File: config.mk
export PLATFORM = sky130hd
export DESIGN_NAME = decode_issue_ctrl_flat
export DESIGN_NICKNAME = d
export VERILOG_FILES = /design/src/rtl/decode_issue_ctrl_if.sv /design/src/rtl/decode_issue_ctrl.sv /design/src/flat_wrapper.sv
export SDC_FILE = /design/constraint.sdc
export NUM_CORES = 1
export LEC_CHECK = 0
export ABC_AREA = 1
export CORE_MARGIN = 2
export CORE_UTILIZATION = 41
export CTS_CLUSTER_SIZE = 20
export DETAILED_ROUTE_END_ITERATION = 10
export GPL_TIMING_DRIVEN = 1
export MAX_ROUTING_LAYER = met4
export SYNTH_ARGS = -nofsm -noshare
export SYNTH_HDL_FRONTEND = slang
export SYNTH_SLANG_ARGS = --single-unit
File: constraint.sdc
create_clock -name clk -period 8.2 [get_ports clk]
set_input_delay 2.46 -clock clk [delete_from_list [all_inputs] [get_ports clk]]
set_output_delay 2.46 -clock clk [all_outputs]
set_load 0.05 [all_outputs]
File: src/rtl/decode_issue_ctrl_if.sv
// decode_issue_ctrl_if
//   Groups the decode-slot, writeback and issue-control signals of the
//   decode issue controller.
//   master: decoder / register file / writeback side (drives slot + retire)
//   slave : decode_issue_ctrl (drives issue/stall/bubble and status)
interface decode_issue_ctrl_if;
    // decode slot
    logic        id_valid;
    logic        id_rd1_en;
    logic        id_rd2_en;
    logic [2:0]  id_rd1;
    logic [2:0]  id_rd2;
    logic        id_wr_en;
    logic [2:0]  id_wr;
    logic        id_halt;
    logic        flush;
    // retire side
    logic        wb_en;
    logic [2:0]  wb_reg;
    // controller outputs
    logic        issue;
    logic        stall;
    logic        bubble;
    logic        halted;
    logic [7:0]  busy_map;
    logic [15:0] stall_cnt;
    logic        err;

    modport master (
        output id_valid, id_rd1_en, id_rd2_en, id_rd1, id_rd2,
               id_wr_en, id_wr, id_halt, flush, wb_en, wb_reg,
        input  issue, stall, bubble, halted, busy_map, stall_cnt, err
    );

    modport slave (
        input  id_valid, id_rd1_en, id_rd2_en, id_rd1, id_rd2,
               id_wr_en, id_wr, id_halt, flush, wb_en, wb_reg,
        output issue, stall, bubble, halted, busy_map, stall_cnt, err
    );
endinterface

File: src/rtl/decode_issue_ctrl.sv
// decode_issue_ctrl
//   Scoreboard issue controller for the decode stage. Keeps a per-register
//   count of in-flight writers, stalls decode on RAW hazards the register
//   file bypass cannot cover, stalls a writer whose counter is full, and
//   drains the pipeline after HALT issues.
// Ports
//   clk  : rising-edge clock
//   rst  : asynchronous active-low reset
//   bus  : decode_issue_ctrl_if.slave (decode slot, retire, issue controls,
//          busy_map, stall_cnt, halted, err)
module decode_issue_ctrl #(
    parameter int CNT_W     = 2,
    parameter bit BYPASS_WB = 1'b1
) (
    input  logic                 clk,
    input  logic                 rst,
    decode_issue_ctrl_if.slave   bus
);

    localparam logic [CNT_W-1:0] CNT_MAX = '1;
    localparam logic [CNT_W-1:0] CNT_ONE = CNT_W'(1);

    typedef enum logic [1:0] {S_RUN, S_STALL, S_DRAIN, S_HALTED} state_e;

    state_e                  state_q, state_d;
    logic [7:0][CNT_W-1:0]   cnt_q, cnt_d;
    logic [7:0]              busy_map_q, busy_map_d;
    logic [15:0]             stall_cnt_q, stall_cnt_d;
    logic                    err_q, err_d;

    logic [7:0]              pend;
    logic [7:0]              inc_vec;
    logic [7:0]              dec_vec;
    logic                    haz;
    logic                    slot_live;
    logic                    issue;
    logic                    stall;
    logic                    all_zero;

    // A register is pending unless its last writer retires this very cycle
    // and the register file forwards the write to the read port.
    always_comb begin
        pend = '0;
        for (int r = 0; r < 8; r++) begin
            pend[r] = (cnt_q[r] != '0) &&
                      !(BYPASS_WB && bus.wb_en && (bus.wb_reg == 3'(r)) &&
                        (cnt_q[r] == CNT_ONE));
        end
    end

    // The write-side check ignores the bypass: a full counter must drop
    // before another writer can be accounted for.
    assign haz = (bus.id_rd1_en && pend[bus.id_rd1]) ||
                 (bus.id_rd2_en && pend[bus.id_rd2]) ||
                 (bus.id_wr_en  && (cnt_q[bus.id_wr] == CNT_MAX));

    // rst gates the slot so nothing issues while reset is held.
    assign slot_live = rst && bus.id_valid && !bus.flush &&
                       ((state_q == S_RUN) || (state_q == S_STALL));
    assign issue     = slot_live && !haz;
    assign stall     = (slot_live && haz) ||
                       (state_q == S_DRAIN) || (state_q == S_HALTED);
    assign all_zero  = (cnt_q == '0);

    always_comb begin
        state_d = state_q;
        unique case (state_q)
            S_RUN: begin
                if (issue && bus.id_halt)      state_d = S_DRAIN;
                else if (stall)                state_d = S_STALL;
            end
            S_STALL: begin
                if (issue && bus.id_halt)      state_d = S_DRAIN;
                else if (issue || bus.flush)   state_d = S_RUN;
            end
            S_DRAIN: begin
                if (bus.flush)                 state_d = S_RUN;
                else if (all_zero && !bus.wb_en) state_d = S_HALTED;
            end
            S_HALTED: state_d = S_HALTED;
            default:  state_d = S_RUN;
        endcase
    end

    always_comb begin
        inc_vec = '0;
        dec_vec = '0;
        for (int r = 0; r < 8; r++) begin
            inc_vec[r] = issue && bus.id_wr_en && (bus.id_wr == 3'(r));
            dec_vec[r] = bus.wb_en && (bus.wb_reg == 3'(r));
        end
    end

    // A simultaneous issue and retire of the same register cancel out.
    // Out-of-range updates leave the counter alone and raise err.
    always_comb begin
        cnt_d = cnt_q;
        err_d = err_q;
        for (int r = 0; r < 8; r++) begin
            if (inc_vec[r] && !dec_vec[r]) begin
                if (cnt_q[r] == CNT_MAX) err_d = 1'b1;
                else                     cnt_d[r] = cnt_q[r] + CNT_ONE;
            end else if (dec_vec[r] && !inc_vec[r]) begin
                if (cnt_q[r] == '0)      err_d = 1'b1;
                else                     cnt_d[r] = cnt_q[r] - CNT_ONE;
            end
        end
    end

    // busy_map is taken from the next counts so it always equals
    // (count != 0) for the current cycle.
    always_comb begin
        busy_map_d = '0;
        for (int r = 0; r < 8; r++) begin
            busy_map_d[r] = (cnt_d[r] != '0);
        end
        stall_cnt_d = stall_cnt_q;
        if (stall && (stall_cnt_q != 16'hFFFF)) stall_cnt_d = stall_cnt_q + 16'd1;
    end

    always_ff @(posedge clk or negedge rst) begin
        if (!rst) begin
            state_q     <= S_RUN;
            cnt_q       <= '0;
            busy_map_q  <= '0;
            stall_cnt_q <= '0;
            err_q       <= 1'b0;
        end else begin
            state_q     <= state_d;
            cnt_q       <= cnt_d;
            busy_map_q  <= busy_map_d;
            stall_cnt_q <= stall_cnt_d;
            err_q       <= err_d;
        end
    end

    assign bus.issue     = issue;
    assign bus.stall     = stall;
    assign bus.bubble    = !issue;
    assign bus.halted    = (state_q == S_HALTED);
    assign bus.busy_map  = busy_map_q;
    assign bus.stall_cnt = stall_cnt_q;
    assign bus.err       = err_q;

endmodule

File: src/flat_wrapper.sv
// flat-port wrapper written by rule: the top's interface ports become plain ports
module decode_issue_ctrl_flat 
#(
    parameter int CNT_W     = 2,
    parameter bit BYPASS_WB = 1'b1
)
  (clk, rst, bus_id_valid, bus_id_rd1_en, bus_id_rd2_en, bus_id_rd1, bus_id_rd2, bus_id_wr_en, bus_id_wr, bus_id_halt, bus_flush, bus_wb_en, bus_wb_reg, bus_issue, bus_stall, bus_bubble, bus_halted, bus_busy_map, bus_stall_cnt, bus_err);
  decode_issue_ctrl_if bus_i ();
  input  logic clk;
  input  logic rst;
  input wire logic [$bits(bus_i.id_valid)-1:0] bus_id_valid;
  input wire logic [$bits(bus_i.id_rd1_en)-1:0] bus_id_rd1_en;
  input wire logic [$bits(bus_i.id_rd2_en)-1:0] bus_id_rd2_en;
  input wire logic [$bits(bus_i.id_rd1)-1:0] bus_id_rd1;
  input wire logic [$bits(bus_i.id_rd2)-1:0] bus_id_rd2;
  input wire logic [$bits(bus_i.id_wr_en)-1:0] bus_id_wr_en;
  input wire logic [$bits(bus_i.id_wr)-1:0] bus_id_wr;
  input wire logic [$bits(bus_i.id_halt)-1:0] bus_id_halt;
  input wire logic [$bits(bus_i.flush)-1:0] bus_flush;
  input wire logic [$bits(bus_i.wb_en)-1:0] bus_wb_en;
  input wire logic [$bits(bus_i.wb_reg)-1:0] bus_wb_reg;
  output wire logic [$bits(bus_i.issue)-1:0] bus_issue;
  output wire logic [$bits(bus_i.stall)-1:0] bus_stall;
  output wire logic [$bits(bus_i.bubble)-1:0] bus_bubble;
  output wire logic [$bits(bus_i.halted)-1:0] bus_halted;
  output wire logic [$bits(bus_i.busy_map)-1:0] bus_busy_map;
  output wire logic [$bits(bus_i.stall_cnt)-1:0] bus_stall_cnt;
  output wire logic [$bits(bus_i.err)-1:0] bus_err;
  assign bus_i.id_valid = bus_id_valid;
  assign bus_i.id_rd1_en = bus_id_rd1_en;
  assign bus_i.id_rd2_en = bus_id_rd2_en;
  assign bus_i.id_rd1 = bus_id_rd1;
  assign bus_i.id_rd2 = bus_id_rd2;
  assign bus_i.id_wr_en = bus_id_wr_en;
  assign bus_i.id_wr = bus_id_wr;
  assign bus_i.id_halt = bus_id_halt;
  assign bus_i.flush = bus_flush;
  assign bus_i.wb_en = bus_wb_en;
  assign bus_i.wb_reg = bus_wb_reg;
  assign bus_issue = bus_i.issue;
  assign bus_stall = bus_i.stall;
  assign bus_bubble = bus_i.bubble;
  assign bus_halted = bus_i.halted;
  assign bus_busy_map = bus_i.busy_map;
  assign bus_stall_cnt = bus_i.stall_cnt;
  assign bus_err = bus_i.err;
  decode_issue_ctrl #(.CNT_W(CNT_W), .BYPASS_WB(BYPASS_WB)) u_core (.clk(clk), .rst(rst), .bus(bus_i));
endmodule
# Word level (Yosys, flattened, before mapping)
# Index checks and enable logic that the tools add are counted.
# Widths: inputs -> output; s select.
[totals]
reg_bits = 43
inputBits = 21
elab_cells = 270
[classes]
add_sub_neg = 17
order_cmp = 3
n_eq_ne = 38
n_mux = 77
n_reduce_logical = 123
[ops]
columns = ["operator", "count"]
rows = [
  ["$mux 2", 39],
  ["$logic_and 1x1->1", 60],
  ["$mux 1", 34],
  ["$reduce_bool 2->1", 16],
  ["$logic_not 1->1", 28],
  ["$eq 3x3->1 const B", 8],
  ["$eq 2x2->1 const B", 11],
  ["$eq 2x1->1 const B", 9],
  ["$logic_not 2->1", 9],
  ["$add 16x1->16 const B", 1],
  ["$add 2x1->2 const B", 8],
  ["$logic_not 16->1", 1],
  ["$ne 16x16->1 const B", 1],
  ["$sub 2x1->2 const B", 8],
  ["$eq 3x2->1 const B", 4],
  ["$lt 3x4->1 const B", 3],
  ["$pmux 2 s4", 1],
  ["$bmux 1 s3", 2],
  ["$bmux 2 s3", 1],
  ["$eq 3x1->1 const B", 2],
  ["$logic_not 3->1", 2],
  ["$logic_or 1x1->1", 6],
  ["$ne 3x3->1 const B", 2],
  ["$ne 3x2->1 const B", 1],
  ["$reduce_and 3->1", 1],
]

# Depth between registers and ports, before layout
# Gate-level depths: netlist of run 1.
[depth]
word_depth = 39
ltp_mapped = 17
depth_no_buf = 17

# Least setup slack after synthesis of run 1
# OpenSTA, ideal clock, no wires.
[synth_path]
path_kind = "input port to output port"
start = "input bus_wb_en"
end = "output bus_issue"
arrival_time_ns = 3.872
required_time_ns = 5.740
path_slack_ns = 1.868
stages = 12
path_buffers = 0
path_cell_list = "inv_2 -> nor2_4 -> nand2_2 -> nand2_1 -> nand3_1 -> nand2_1 -> nand2_1 -> a21oi_2 -> nor2_4 -> nor2_8 -> nand2_2 -> inv_2"
[synth_between]
elab_chain_cells = 11
[synth_lines]
columns = ["item", "line_no", "source"]
rows = [
  ["start: declaration", "flat_wrapper.sv:20", "input wire logic [$bits(bus_i.wb_en)-1:0] bus_wb_en;"],
  ["$logic_and 1x1->1 (2 in series)", "decode_issue_ctrl.sv:46", "!(BYPASS_WB && bus.wb_en && (bus.wb_reg == 3'(r)) &&"],
  ["$logic_not 1->1", "decode_issue_ctrl.sv:46", ""],
  ["$logic_and 1x1->1", "decode_issue_ctrl.sv:45", "pend[r] = (cnt_q[r] != '0) &&"],
  ["$bmux 1 s3 (on tied branches)", "decode_issue_ctrl.sv:53, decode_issue_ctrl.sv:54", ""],
  ["$mux 1 (on tied branches)", "decode_issue_ctrl.sv:53, decode_issue_ctrl.sv:54", ""],
  ["$logic_and 1x1->1 (on tied branches)", "decode_issue_ctrl.sv:53, decode_issue_ctrl.sv:54", ""],
  ["$logic_or 1x1->1 *", "decode_issue_ctrl.sv:53", "assign haz = (bus.id_rd1_en && pend[bus.id_rd1]) ||"],
  ["$logic_or 1x1->1 *", "decode_issue_ctrl.sv:54", "(bus.id_rd2_en && pend[bus.id_rd2]) ||"],
  ["$logic_not 1->1 *", "decode_issue_ctrl.sv:60", "assign issue = slot_live && !haz;"],
  ["$logic_and 1x1->1 *", "decode_issue_ctrl.sv:60", ""],
  ["end: declaration", "flat_wrapper.sv:22", "output wire logic [$bits(bus_i.issue)-1:0] bus_issue;"],
]
# Mark *: on every way between the ends. The rest lies on a longest branch, timed or not. The select of a mux whose other input is x is not followed.

# Worst setup path after layout of run 1
# Same ends and word-level chain as after synthesis.

==> results of run 1 <==
[metal layers]
layer | up-vias | track usage [%] | part of all wire (%)
met2 | 85 | 34.99 | 48
met4 | 0 | 5.647 | 1.9
met5 | - | - | 0
li1 | 1461 | - | -
met1 | 1311 | 25.63 | 46
met3 | 13 | 2.828 | 4.1
[logic make-up after synthesis]
logic type / share of synthesized area, %
simple gates: 41.20
buf+inv: 10.01
flops: 37.10
compound gates: 7.032
xor+xnor: 4.228
fa+ha+maj: 0.4313
[critical path, delay by kind of cell]
kind            cells  cell delay (ns)
buf+inv             4             1.53
simple gates        9             1.02
compound gates      1             0.17
[placed cells by master, fill, tap and decap left out, types with 3 or more instances in the layout]
master           Yosys  final
nand3_1             61     61
nand2_2              8      8
inv_2                4      4
inv_1               68     68
nand2_1            115    115
a21oi_1             10     10
clkbuf_8             0      6
nor4_1               3      3
dfrtp_1             43     43
xor2_1              13     13
nor2_1              42     42
nand4_1              5      5
o21ai_0             13     13
nand4_2              8      8
o211ai_1             6      6
nor3_1               6      6
clkdlybuf4s50_1      0     48
[cells in the mapped netlist (2+ instances only)]
master      n  area (um2)
a21oi_1    10       50.05
nor4_1      3       18.77
nand4_1     5       31.28
o21ai_0    13       65.06
inv_1      68       255.2
nor3_1      6       30.03
nor2_4      2       22.52
nand2_2     8       50.05
inv_2       4       15.01
nand2_1   115       431.7
o211ai_1    6       45.04
dfrtp_1    43        1076
nor2_2      2       12.51
nand4_2     8       100.1
nor2_1     42       157.7
nand3_1    61       305.3
xor2_1     13       113.9
[how the worst min path moves through the flow]
stage / from / end / slack, ns / depth (start not counted)
3_5_place_dp: u_core.bus.err$_DFF_PN0_ / u_core.bus.err$_DFF_PN0_ / 0.49 / 2
6_report: u_core.bus.err$_DFF_PN0_ / u_core.bus.err$_DFF_PN0_ / 0.50 / 2
5_1_grt: u_core.bus.stall_cnt[5]$_DFFE_PN0P_ / u_core.bus.stall_cnt[5]$_DFFE_PN0P_ / 0.54 / 1
4_1_cts: u_core.bus.stall_cnt[2]$_DFFE_PN0P_ / u_core.bus.stall_cnt[2]$_DFFE_PN0P_ / 0.52 / 1
3_3_place_gp: u_core.bus.err$_DFF_PN0_ / u_core.bus.err$_DFF_PN0_ / 0.50 / 2
2_1_floorplan: u_core.cnt_q[0]$_DFF_PN0_ / u_core.bus.busy_map[0]$_DFF_PN0_ / 0.51 / 2
[stage by stage]
| step | area [um2] | cells | total power, mW | hold slack, ns |
|---|---|---|---|---|
| 2_1_floorplan | 2900 | 423 | 0.4569 | 0.5087 |
| 3_3_place_gp | 3497 | 567 | 0.5464 | 0.4961 |
| 3_5_place_dp | 3497 | 567 | 0.5479 | 0.4911 |
| 4_1_cts | 3585 | 574 | 0.6900 | 0.5153 |
| 5_1_grt | 3585 | 574 | 0.7268 | 0.5386 |
| 6_report | 3585 | 574 | 0.6832 | 0.5038 |
[power by group through the flow]
stage / sequential, mW / combinational [mW] / clock (mW)
floorplan: 0.340 / 0.117 / 0
global placement: 0.272 / 0.274 / 0
detailed placement: 0.272 / 0.276 / 0
CTS: 0.268 / 0.277 / 0.145
global route: 0.273 / 0.300 / 0.154
finish: 0.268 / 0.275 / 0.139
[cell type report]
type                       count  area, um2  area share [%]
clock inverter                 1      5.005          0.1396
clock buffer                   6      82.58           2.304
timing repair buffer          50      493.0           13.75
tap                           96      120.1           3.351
inverter                      73      274.0           7.644
multi-input combinational    305       1534           42.79
sequential                    43       1076           30.02
[state kept, by name (all words and copies together) (netlist names)]
name,flops
u_core.bus.err,1
u_core.state_q,2
u_core.bus.busy_map,8
u_core.bus.stall_cnt,16
u_core.cnt_q,16
==> results.md, run 1 <==
* Status: finished, final reports clean
* Reg-to-reg slack, setup at 5.95 ns
* Internal power at 396.6 uW
* Clock skew at between 0.005 and 0.006 ns
* Crit-path cells: clkdlybuf4s50_1, inv_2, nor2_4, nand2_2, nand2_1, nand3_1, nand2_1, nand2_1, a21oi_2, nor2_4, nor2_8, nand2_2, inv_2, clkdlybuf4s50_1
* Dominant synthesized flop cell: dfrtp_1
* Maximum vdd drop at 104.3 uV
* Hold_buf cts at 0
* Clock latency on the worst-skew pair at 0.29 ns
* PortBufs at between 40 and 50
* Register bit total from synthesis at 43
* Initial antenna violation count at 0
* Worst Setup SP: bus_wb_en
* Post-synth EDFFs at 0
* Distinct cells, synth at 31
* # Max-Cap Violations at 0
* Fmax at between 100 and 150 MHz
* Root Driver: clkbuf_8
* Place WS at 0.5746 ns
* Asr flop ratio synth at 100.0%
* Clock-pin transition on the worst setup and hold timing paths at roughly 0.08 ns
* Post-route DRC violation count at 0
* RePlAce Congestion at 0.9223
* Worst-path fanout max at 9
* Core area at roughly 0.0068 mm2
* Register area share after synthesis at 37.10%
* Number of fill cells at 694
* Pin count of the biggest net entering global routing at 44
* Critical path class: primary input to output pin
* Synth-to-layout area growth at 23.60%
* Power Density at roughly 190 mW/mm2
* Synth warnings at 0
* Relative slew slack at 61.99%
* Worst Setup Slack, final at 0.5688 ns
* Crit path largest cell delay at 0.80 ns
* Ant. Diodes at 0
* TritonCTS clock tree: yes
* PostCTS Resize Cnt at 0
* Final Max Tran Viols at 0
* Initial DRT Pass Iterations at 5
* Die height at 88.11 um
* Register share of total power at 39.3%
* Vias in the first global route at 2629
* WP data arrival at 5.17 ns
* Total number of vias at 2870
* Syn nets at 445
* Initial core utilization at 42.45%
* Min Clock Period, post-route at 7.631 ns
* CP endpoint: bus_issue
* Sw Ratio at a little over two fifths
* Clock power share at slightly above 20%
* Die W at 88.11 um
* # H-tree levels at 2
* CP startpoint kind: primary input
* Worst R2R Start: u_core.cnt_q[1]$_DFF_PN0_
* Initial drt markers at 158
* RSZ-0062 raised after global routing: false
* Reg2reg end: u_core.bus.stall_cnt[9]$_DFFE_PN0P_
* Cells after synthesis at 423
* Synth Cell Area at 0.002900 mm2
* Fin nets at 500
* R2R depth at 16
* Mean Syn Cell Area at 6.856 um2
* Hold Path Class: register to register
* DRT Wirelength at roughly 7500 um
* Overall global routing resource usage at 20.56%
* First-pass GRT wire length at 12080 um
* Crit-path most repeated cell: nand2_1
* Top Ports at 50
* Util after Layout at 52.47%
* Layout cells sized above 1 at 7.531%
* GR Overflow Total at 0
* Die Footprint at between 0.007 and 0.008 mm2
* Combinational share of power at 40.3%
* Hpwl dp at around 5900 um
* Crit-path slowest cell: clkdlybuf4s50_1
* Num rows at 30
* Final setup fails at 0
* Setup_tns at 0 ns
* TritonCTS Sinks at 43
* Critical path required time at 5.74 ns
* Slew @ Worst Pin at approximately 0.57 ns
* Final Hold Fails at 0
* Setup bufs post-CTS at 0
* CP endpoint kind: output pin
* Max Buffers Root-to-Sink at 2
* TritonCTS Buffers at 5
* Tcrit/Tclk final at 93.06%
* Drt wl/cell at 13.03 um
* Leakage at 1.903 nW
* Net Sw Power at 286.6 uW
* Post-DR vias/cell at 5.000
* Post-DRT Antenna Nets at 0
(Power assumes the default switching activity.)
==> run 2: changes to the inputs <==
--- a/config.mk
+++ b/config.mk
@@ -12,6 +12,7 @@
 export DETAILED_ROUTE_END_ITERATION = 10
 export GPL_TIMING_DRIVEN = 1
 export MAX_ROUTING_LAYER = met4
+export REMOVE_ABC_BUFFERS = 1
 export SYNTH_ARGS = -nofsm -noshare
 export SYNTH_HDL_FRONTEND = slang
 export SYNTH_SLANG_ARGS = --single-unit
==> constraint.sdc (replaced) <==
create_clock -name clk -period 9.1 [get_ports clk]
set_input_delay 2.73 -clock clk [delete_from_list [all_inputs] [get_ports clk]]
set_output_delay 2.73 -clock clk [all_outputs]
set_load 0.05 [all_outputs]
==> results.md, run 2 (synthesis results as in run 1) <==
* Worst hold path depth at 1
* DRT Wirelength at 7516 um
* Leakage at 1.914 nW
* Worst Setup Slack, final at 0.9814 ns
* Final instance area at around 0.0036 mm2
* Hold wc startpoint: u_core.bus.stall_cnt[2]$_DFFE_PN0P_
* RSZ-0062 raised after global routing: false
* Placed Cells at between 500 and 600
* Final setup fails at 0
* TritonCTS Sinks at 43
* Initial DRT Pass Iterations at 4
* Most frequent cells in the layout: nand2_1 (115), inv_1 (68), nand3_1 (61)
* First-pass GRT wire length at 12320 um
* Util after Layout at 52.84%
* Hold Path Class: register to register
* Initial drt markers at 122
* Pin count of the biggest net entering global routing at 44
* Root Driver: clkbuf_8
* Min Hold Slack at 0.4942 ns
* Maximum vdd drop at between 100 and 150 uV
* TritonCTS clock tree: yes
* Max Buffers Root-to-Sink at 2
* GR Overflow Total at 0
* Critical path required time at 6.37 ns
* Ant. Diodes at 0
* Synth-to-layout area growth at 24.46%
* Setup bufs post-CTS at 0
* Setup_tns at 0 ns
* Clock latency on the worst-skew pair at 0.30 ns
* PortBufs at 49
* Tcrit/Tclk final at 89.22%
* Reg-to-reg slack, setup at ~6.8 ns
* # Max-Cap Violations at 0
* Most common cell after layout, fill and taps aside: nand2_1
* Vias in the first global route at 2658
* Worst R2R Start: u_core.cnt_q[1]$_DFF_PN0_
* Reg2reg end: u_core.bus.stall_cnt[9]$_DFFE_PN0P_
* Slew @ Worst Pin at 0.5648 ns
* CP endpoint kind: output pin
* Top Ports at 50
* Initial core utilization at 42.45%
* Status: finished, final reports clean
* Post-route DRC violation count at 0
* CP startpoint kind: primary input
* Overall global routing resource usage at 21.06%
* TritonCTS Buffers at 5
* Power Density at 177.6 mW/mm2
* Clock skew at between 0.006 and 0.007 ns
* R2R depth at 16
* # H-tree levels at 2
* Final Max Tran Viols at 0
* Core area at 0.006832 mm2
* Fmax at approximately 120 MHz
* Total Power at approximately 640 uW
* Die W at approximately 90 um
* DP Area at about 0.0035 mm2
* Die height at 88.11 um
* Hold Path Sink: u_core.bus.stall_cnt[2]$_DFFE_PN0P_
* Final std cells w/o fill at approximately 580
* Worst-path fanout max at 9
* Min Clock Period, post-route at just over 8 ns
* PostCTS Resize Cnt at 0
* Hold_buf cts at 0
* Layout cells sized above 1 at 7.724%
* Relative slew slack at ~62%
* Final Hold Fails at 0
* Drt wl/cell at 13.07 um
* Place WS at ~0.97 ns
* Hpwl dp at 6024 um
* Fin nets at 500
* RePlAce Congestion at between 0.9 and 1
* Post-DRT Antenna Nets at 0
* Total number of vias at approximately 2900
* WP data arrival at between 5 and 6 ns
* Post-DR vias/cell at 4.957
* Num rows at 30
* Clock-pin transition on the worst setup and hold timing paths at 0.08 ns
* Critical path class: primary input to output pin
* Die Footprint at 0.007762 mm2
* Initial antenna violation count at 0
[run 2: cell count changes in the layout (fill, tap and decap cells not counted)]
| cell | change |
|---|---|
| clkinv_4 | +1 |
| clkbuf_8 | -1 |
| bufinv_16 | +1 |
[run 2: power breakdown]
part           internal (mW)  switching (mW)
sequential             0.217          0.0239
clock                 0.0818          0.0697
combinational         0.0806           0.168
[run 2: cell type report]
class                           count  area (um2)
Multi-Input combinational cell    305        1534
Timing Repair Buffer               50       493.0
Fill cell                         698        3222
Clock inverter                      3       43.79
Inverter                           73       274.0
Sequential cell                    43        1076
Tap cell                           96       120.1
Clock buffer                        5       68.82
[run 2: worst max-delay path, stage by stage]
cell and delay, ns:
clkdlybuf4s50_1 0.55, inv_2 0.06, nor2_4 0.14, nand2_2 0.11, nand2_1 0.12, nand3_1 0.08, nand2_1 0.09, nand2_1 0.06
a21oi_2 0.17, nor2_4 0.07, nor2_8 0.22, nand2_2 0.10, inv_2 0.08, clkdlybuf4s50_1 0.79
[run 2: metal layers]
metal	track usage (%)	share of wire (%)
met3	3.487	4.7
met2	33.40	47
met1	27.55	46
met5	-	0
met4	6.749	1.9
[run 2: worst max path at each step]
stage,from,end,slack [ns],cells past startpoint
global placement,bus_wb_en,bus_issue,1.0,14
global route,bus_wb_en,bus_issue,0.80,14
detailed placement,bus_wb_en,bus_issue,0.97,14
floorplan,bus_wb_en,bus_issue,2.23,12
finish,bus_wb_en,bus_issue,0.98,14
CTS,bus_wb_en,bus_issue,0.96,14
